File: src/rtl/fwd_pkg.sv
// Shared definitions for the forwarding / hazard controller.
// Latency: n/a (types, constants and a width helper only).
// Backpressure: n/a.
package fwd_pkg;

   // Select value meaning "take the operand from the register file"
   localparam int FWD_NONE = 0;

   // Width of one forward select: encodes 0 (register file) plus one code per stage
   function automatic int sel_w(input int num_fwd);
      int w;
      w = $clog2(num_fwd + 1);
      if (w < 1) w = 1;
      return w;
   endfunction

   typedef enum logic {
      MC_IDLE = 1'b0,
      MC_BUSY = 1'b1
   } mc_state_t;

endpackage

File: src/rtl/fwd_hazard_ctrl_mc_scoreboard.sv
// Scoreboard for the single multi-cycle unit: launch, countdown, done pulse, dependency match.
// Latency: result returns MC_LAT cycles after acceptance; mc_accept is combinational.
// Backpressure: mc_start is only accepted when idle or in the done cycle; otherwise it must be held.
module mc_scoreboard
   import fwd_pkg::*;
#(
   parameter int REG_AW  = 5,
   parameter int NUM_SRC = 2,
   parameter int MC_LAT  = 4
)(
   input  logic                      clk,
   input  logic                      rst,
   input  logic                      mc_start,
   input  logic [REG_AW-1:0]         mc_wreg,
   input  logic [NUM_SRC*REG_AW-1:0] src_id,
   output logic                      mc_accept,
   output logic                      mc_busy,
   output logic                      mc_done,
   output logic                      mc_dep
);

   localparam int CW = (MC_LAT > 2) ? $clog2(MC_LAT) : 1;
   localparam logic [CW-1:0] CNT_INIT = CW'(MC_LAT - 1);

   mc_state_t         state_q, state_d;
   logic [CW-1:0]     cnt_q, cnt_d;
   logic [REG_AW-1:0] reg_q, reg_d;
   logic              busy_q, busy_d;
   logic              done_q, done_d;
   logic              src_hit;

   // A new op may launch when idle, or in the done cycle for back-to-back use
   assign mc_accept = !rst && mc_start && ((state_q == MC_IDLE) || done_q);
   assign mc_busy   = busy_q;
   assign mc_done   = done_q;

   // Does any ID source read the register the in-flight op will write
   always_comb begin
      src_hit = 1'b0;
      for (int s = 0; s < NUM_SRC; s++) begin
         if (src_id[s*REG_AW +: REG_AW] == reg_q) src_hit = 1'b1;
      end
   end

   // Dependent reads wait until the result is on the forwarding path (done cycle)
   assign mc_dep = busy_q && !done_q && (reg_q != '0) && src_hit;

   // Next state: launch loads the countdown, BUSY counts down to the done cycle
   always_comb begin
      state_d = state_q;
      cnt_d   = cnt_q;
      reg_d   = reg_q;
      if (mc_accept) begin
         state_d = MC_BUSY;
         cnt_d   = CNT_INIT;
         reg_d   = mc_wreg;
      end else if (state_q == MC_BUSY) begin
         if (cnt_q == '0) begin
            state_d = MC_IDLE;
         end else begin
            cnt_d = cnt_q - 1'b1;
         end
      end
      busy_d = (state_d == MC_BUSY);
      done_d = (state_d == MC_BUSY) && (cnt_d == '0);
   end

   // FSM registers; reset abandons any op in flight without a done pulse
   always_ff @(posedge clk) begin
      if (rst) begin
         state_q <= MC_IDLE;
         cnt_q   <= '0;
         reg_q   <= '0;
         busy_q  <= 1'b0;
         done_q  <= 1'b0;
      end else begin
         state_q <= state_d;
         cnt_q   <= cnt_d;
         reg_q   <= reg_d;
         busy_q  <= busy_d;
         done_q  <= done_d;
      end
   end

endmodule

File: src/rtl/fwd_hazard_ctrl.sv
// Operand forwarding selects, load-use and multi-cycle hazard stalls; optional perf counters (FWD_PERF_CNT_EN).
// Latency: fwd_sel/stall_id/flush_ex combinational; counters update one edge after the qualifying cycle.
// Backpressure: stall_id holds PC and IF/ID; flush_ex bubbles ID/EX; held mc_start stalls until accepted.
module fwd_hazard_ctrl
   import fwd_pkg::*;
#(
   parameter  int REG_AW  = 5,
   parameter  int NUM_SRC = 2,
   parameter  int NUM_FWD = 2,
   parameter  int MC_LAT  = 4,
   parameter  int CNT_W   = 16,
   localparam int SEL_W   = sel_w(NUM_FWD)
)(
   input  logic                      clk,
   input  logic                      rst,
   input  logic [NUM_SRC*REG_AW-1:0] src_ex,
   input  logic [NUM_SRC*REG_AW-1:0] src_id,
   input  logic [NUM_FWD*REG_AW-1:0] fwd_wreg,
   input  logic [NUM_FWD-1:0]        fwd_wen,
   input  logic                      ex_memread,
   input  logic                      ex_regwrite,
   input  logic [REG_AW-1:0]         ex_wreg,
   input  logic                      mc_start,
   input  logic [REG_AW-1:0]         mc_wreg,
   output logic [NUM_SRC*SEL_W-1:0]  fwd_sel,
   output logic                      stall_id,
   output logic                      flush_ex,
   output logic                      mc_accept,
   output logic                      mc_busy,
   output logic                      mc_done,
   output logic [CNT_W-1:0]          stall_cnt,
   output logic [CNT_W-1:0]          fwd_cnt
);

   logic load_use;
   logic lu_hit;
   logic mc_dep;
   logic mc_struct;

   // Forward select per source: scan farthest to nearest so the nearest stage overwrites
   always_comb begin
      fwd_sel = '0;
      for (int s = 0; s < NUM_SRC; s++) begin
         for (int k = NUM_FWD - 1; k >= 0; k--) begin
            if (fwd_wen[k] && (fwd_wreg[k*REG_AW +: REG_AW] != '0) &&
                (fwd_wreg[k*REG_AW +: REG_AW] == src_ex[s*REG_AW +: REG_AW])) begin
               fwd_sel[s*SEL_W +: SEL_W] = SEL_W'(k + 1);
            end
         end
      end
   end

   // Load in EX whose destination is read by the instruction in ID
   always_comb begin
      lu_hit = 1'b0;
      for (int s = 0; s < NUM_SRC; s++) begin
         if (src_id[s*REG_AW +: REG_AW] == ex_wreg) lu_hit = 1'b1;
      end
   end

   assign load_use = ex_memread && ex_regwrite && (ex_wreg != '0) && lu_hit;

   mc_scoreboard #(
      .REG_AW  (REG_AW),
      .NUM_SRC (NUM_SRC),
      .MC_LAT  (MC_LAT)
   ) u_mc_sb (
      .clk       (clk),
      .rst       (rst),
      .mc_start  (mc_start),
      .mc_wreg   (mc_wreg),
      .src_id    (src_id),
      .mc_accept (mc_accept),
      .mc_busy   (mc_busy),
      .mc_done   (mc_done),
      .mc_dep    (mc_dep)
   );

   // A launch request refused because the unit is occupied holds ID without a bubble
   assign mc_struct = mc_start && !mc_accept;

   assign stall_id = !rst && (load_use || mc_dep || mc_struct);
   assign flush_ex = !rst && (load_use || mc_dep);

`ifdef FWD_PERF_CNT_EN
   logic [CNT_W-1:0] stall_cnt_q, stall_cnt_d;
   logic [CNT_W-1:0] fwd_cnt_q, fwd_cnt_d;
   logic             any_fwd;

   assign any_fwd = |fwd_sel;

   // Saturating event counts; they stick at all-ones rather than wrap
   always_comb begin
      stall_cnt_d = stall_cnt_q;
      fwd_cnt_d   = fwd_cnt_q;
      if (stall_id && (stall_cnt_q != '1)) stall_cnt_d = stall_cnt_q + 1'b1;
      if (any_fwd && (fwd_cnt_q != '1))    fwd_cnt_d   = fwd_cnt_q + 1'b1;
   end

   // Counter registers, cleared by reset
   always_ff @(posedge clk) begin
      if (rst) begin
         stall_cnt_q <= '0;
         fwd_cnt_q   <= '0;
      end else begin
         stall_cnt_q <= stall_cnt_d;
         fwd_cnt_q   <= fwd_cnt_d;
      end
   end

   assign stall_cnt = stall_cnt_q;
   assign fwd_cnt   = fwd_cnt_q;
`else
   assign stall_cnt = '0;
   assign fwd_cnt   = '0;
`endif

endmodule
File: config.mk
export PLATFORM = sky130hd
export DESIGN_NAME = fwd_hazard_ctrl
export DESIGN_NICKNAME = d
export VERILOG_FILES = /design/src/rtl/fwd_pkg.sv /design/src/rtl/fwd_hazard_ctrl_mc_scoreboard.sv /design/src/rtl/fwd_hazard_ctrl.sv
export SDC_FILE = /design/constraint.sdc
export NUM_CORES = 1
export LEC_CHECK = 0
export ABC_AREA = 0
export BUFFER_PORTS_ARGS = -buffer_cell sky130_fd_sc_hd__buf_2
export CAP_MARGIN = 20
export CORE_AREA = 2 2 76 42
export DETAILED_ROUTE_END_ITERATION = 7
export DIE_AREA = 0 0 78 44
export PLACE_DENSITY = 0.84
export SYNTH_ARGS = -nofsm -noshare
export SYNTH_HDL_FRONTEND = slang
export SYNTH_SLANG_ARGS = --single-unit
File: constraint.sdc
create_clock -name clk -period 7.6 [get_ports clk]
set_clock_uncertainty 0.15 [all_clocks]
set_input_delay 2.28 -clock clk [delete_from_list [all_inputs] [get_ports clk]]
set_output_delay 2.28 -clock clk [all_outputs]
set_load 0.1 [all_outputs]
# Word-level counts from Yosys, hierarchy flattened
# Index checks and enable logic that the tools add are counted.
[totals] out_inout_bits=41 mem_count=0 ff_bits=9 word_cells=58 input_bits=47 latchBits=0 romBits=0 ram_bits=0
[classes] n_shift=0 reduce_logical=30 mul=0 add_sub_neg=1 magnitude_cmp=0 muxes=14 eq_ne=8 bitwise=1 n_div=0
[ops] cell="equality test 5 bit" n=8
[ops] cell="nonzero test 5 bit" n=4
[ops] cell="logical AND 1 bit" n=18
[ops] cell="two-way mux 2 bit" n=7
[ops] cell="two-way mux 1 bit" n=7
[ops] cell="logical NOT 2 bit" n=2
[ops] cell="logical NOT 1 bit" n=3
[ops] cell="logical OR 1 bit" n=3
[ops] cell="subtractor 2 x 1 -> 2 bit, second input constant" n=1
[ops] cell="NOT 1 bit" n=1

# Logic depth before layout (Yosys ltp)
[logic_depth] word_depth=7 mapped_depth=5 mapped_depth_nobuf=5

# By module
# From an unflattened synthesis, not the netlist that was laid out.
[unflattened] hier_cells=146 area_unflattened_um2=1148.6
[by_module_without_submodules] module="fwd_hazard_ctrl" area_each_um2=668.1 n_inst=1 seq_area_each_um2=0.0 cells_each=89
[by_module_without_submodules] module="mc_scoreboard" area_each_um2=480.5 n_inst=1 seq_area_each_um2=180.2 cells_each=57

# Worst setup path before layout
# No wires, ideal clock.
[synth_path] path_kind="input-to-output" start="in fwd_wreg[4]" end="out fwd_sel[1]" setup_slack_ns=-1.545 required_time_ns=5.170 n_path_buf=0 arrival_time_ns=6.715 stages=4 cell_sequence="xnor2_1 nand3_1 nor4_1 nor4_2"
[synth_between] elab_chain_len=4 elab_cells_between_ends=5 classes_between="eq/ne: 1; mux: 1; reduce/logical: 3"
[synth_rtl] item="start, declared" line="fwd_hazard_ctrl.sv:18" text="input logic [NUM_FWD*REG_AW-1:0] fwd_wreg,"
[synth_rtl] item="nonzero test 5 bit" line="fwd_hazard_ctrl.sv:45" text="if (fwd_wen[k] && (fwd_wreg[k*REG_AW +: REG_AW] != '0) &&"
[synth_rtl] item="logical AND 1 bit" line="fwd_hazard_ctrl.sv:45"
[synth_rtl] item="logical AND 1 bit (*)" line="fwd_hazard_ctrl.sv:45"
[synth_rtl] item="two-way mux 2 bit (*)" line="fwd_hazard_ctrl.sv:45"
[synth_rtl] item="end, declared" line="fwd_hazard_ctrl.sv:25" text="output logic [NUM_SRC*SEL_W-1:0] fwd_sel,"
# Every way passes the cells marked *; elsewhere a longest branch is shown, timed or not.

# Worst setup path in the final report
[layout_path] start="in fwd_wreg[1]" end="out fwd_sel[1]"
# Same word-level chain as after synthesis.

==> flow_summary.yaml <==
worst_setup_path:
  crit_arrival_ps: 3940
  crit_path_max_fanout: 3
  worst_setup_path_start_kind: "input pin"
  ff2ff_path_depth: 4
  critical_path_class: "input pin to output pin"
  critPathRequiredTime_ps: 5170
  crit_path_end_kind: "output pin"
sta:
  setup_viol: 0
  fmax_mhz: 157.0
  finalCritPeriodShare: 0.8378
  final_hold_viol_count: 0
  slew_violations: 0
  rsz0062_at_grt: "no"
  worst_hold_slack_ps: 345.4
  fin_tns_setup_ps: 0
  period_needed_ps: 6368
global_route:
  track_usage: 0.1568
  grt_pass1_vias: 902
  antenna_found_initial: 0
  grt_max_degree: 11
  grt_first_pass_wirelength_um: 4160
  grt.overflow.total: 0
cts:
  clock-sinks: 9
  clk_latency_ps: 230
  cts_hold_buf: 0
  post_cts_buffers: 0
  cts-root-buf: "clkbuf_8"
  path_clk_slew_ps: 40
  htreeDepth: 1
  ctsResizeCount: 0
  ctsLongestPathBuffers: 2
  cts-buffers-inserted: 3
  cts_tree: "built"
synth:
  synth_cells: 143
  ys_warn_count: 0
  synth_cell_types: 25
  seq_area_frac_synth: 0.1602
  synth_edf_count: 0
  synthTopCellsByCount: "32 x buf_4, 20 x xnor2_1, 20 x xor2_1"
  yosysMostFrequentCell: "buf_4"
  synthTopCellsByArea: "buf_4 21%, dfxtp_1 16%, xnor2_1 16%"
  syn_area_mm2: 0.001125
  synth_flop_cell: "dfxtp_1"
  syn_area_per_cell_um2: 7.866
  yosys.area.top_type: "buf_4"
  netlist.area_leader.share: 0.2136
  ys_seq_elements: 9
  async_flop_share: 0
finish:
  layout-drive-gt1-share: 0.3134
  antenna_cells: 0
  instances_no_fill: 241
  area_growth_syn_to_layout_pct: 21.91
  fin_nets: 249
die:
  rows: 14
  ios: 88
  start_util: 0.4013
  die_h_um: 44
  core_mm2: 0.002803
  die_x_um: 78
  dieArea_mm2: 0.003432
routing:
  drcViolationCount: 0
  first_pass_iters: 4
  viasPerCell: 4.456
  wl_um: 2841
  wl_per_cell_um: 11.79
  num_vias: 1074
  drt.antenna.violating_nets: 0
  first_iter_violations: 69
placed_design:
  portBuffers: 55
  dpl.cell_count: 237
  dpl.hpwl_um: 2468
  place_congestion: 0.8281
run:
  maxCapViolCount: 0
power_and_ir_drop:
  p_sw_uw: 131.4
  switching_share: 0.5306
  ir_drop_mv: 0.1043
  seqPwrFrac: 0.226
  power.internal_uw: 116.3
  total_leakage_power_nw: 0.6714
  combPwrFrac: 0.552
  power_density_mw_per_mm2: 180.6
  clkPwrFrac: 0.222
hold_path:
  min_path_cells: 1
  min_path_type: "flip-flop to flip-flop"
run_status:
  outcome: "completed"
-- path summary, 6_finish.rpt --
kind	start	to	slack [ps]
max	fwd_wreg[1]	fwd_sel[1]	1230
min	u_mc_sb.cnt_q[1]	u_mc_sb.mc_done	350
max reg2reg	u_mc_sb.state_q	u_mc_sb.mc_done	6110
min reg2reg	u_mc_sb.cnt_q[1]	u_mc_sb.mc_done	350
-- state kept, by name (all words and copies together) (netlist names) --
name             flops
u_mc_sb.cnt_q        2
u_mc_sb.state_q      1
u_mc_sb.mc_done      1
u_mc_sb.reg_q        5
-- logic make-up (layout without fill, tap and decap cells) --
family	Yosys count	after routing	share of synthesized area
xor+xnor	40	40	0.3115
other cells	1	32	0.003334
flops	9	9	0.1602
buf+inv	33	60	0.2169
compound gates	12	12	0.06229
simple gates	48	48	0.2458
-- through the flow --
step / instance area (um^2) / utilization / worst slack [ps] / total power [mW]
floorplan: 1241 / - / -1545 / 0.1786
global placement: 1326 / 0.4732 / 1292 / 0.1910
detailed placement: 1326 / 0.4732 / 1260 / 0.1922
CTS: 1371 / 0.4893 / 1260 / 0.2479
global route: 1371 / 0.4893 / 1176 / 0.2590
finish: 1371 / 0.4893 / 1232 / 0.2477
-- layer usage --
layer | vias up | global-route usage | part of all wire
li1 | 532 | - | -
met1 | 487 | 0.2475 | 0.51
met2 | 53 | 0.2190 | 0.41
met3 | 2 | 0.02708 | 0.067
met4 | 0 | 0.03158 | 0.0042
met5 | - | 0 | 0
-- area by class of cell --
class                   count  area [um^2]
fillers                   281         1431
clock buffers               4        45.04
multi-input cells         132        817.0
repair buffers             55        275.3
well taps                  40        50.05
flip-flops and latches      9        180.2
inverters                   1        3.754
-- worst max-delay path, stage by stage --
cell and delay [ps]:
buf_2 120, or4_4 520, o21ai_2 150, nor4_1 100
nor4_2 280, buf_2 470
-- placed cells by master, fill, tap and decap left out, types with 4 or more instances in the layout --
master / synthesis / layout
dfxtp_1: 9 / 9
o21ai_0: 5 / 5
nand2_1: 14 / 14
nand3b_1: 6 / 6
nor3_1: 4 / 4
nand3_1: 6 / 6
buf_2: 0 / 55
xnor2_1: 20 / 20
conb_1: 1 / 32
xor2_1: 20 / 20
-- power by group through the flow --
stage / combinational (mW) / clock [mW] / sequential, mW
2_1_floorplan: 0.119 / 0 / 0.0600
3_3_place_gp: 0.134 / 0 / 0.0566
3_5_place_dp: 0.135 / 0 / 0.0568
4_1_cts: 0.136 / 0.0562 / 0.0559
5_1_grt: 0.143 / 0.0595 / 0.0566
6_report: 0.137 / 0.0550 / 0.0561
(Power assumes the default switching activity.)
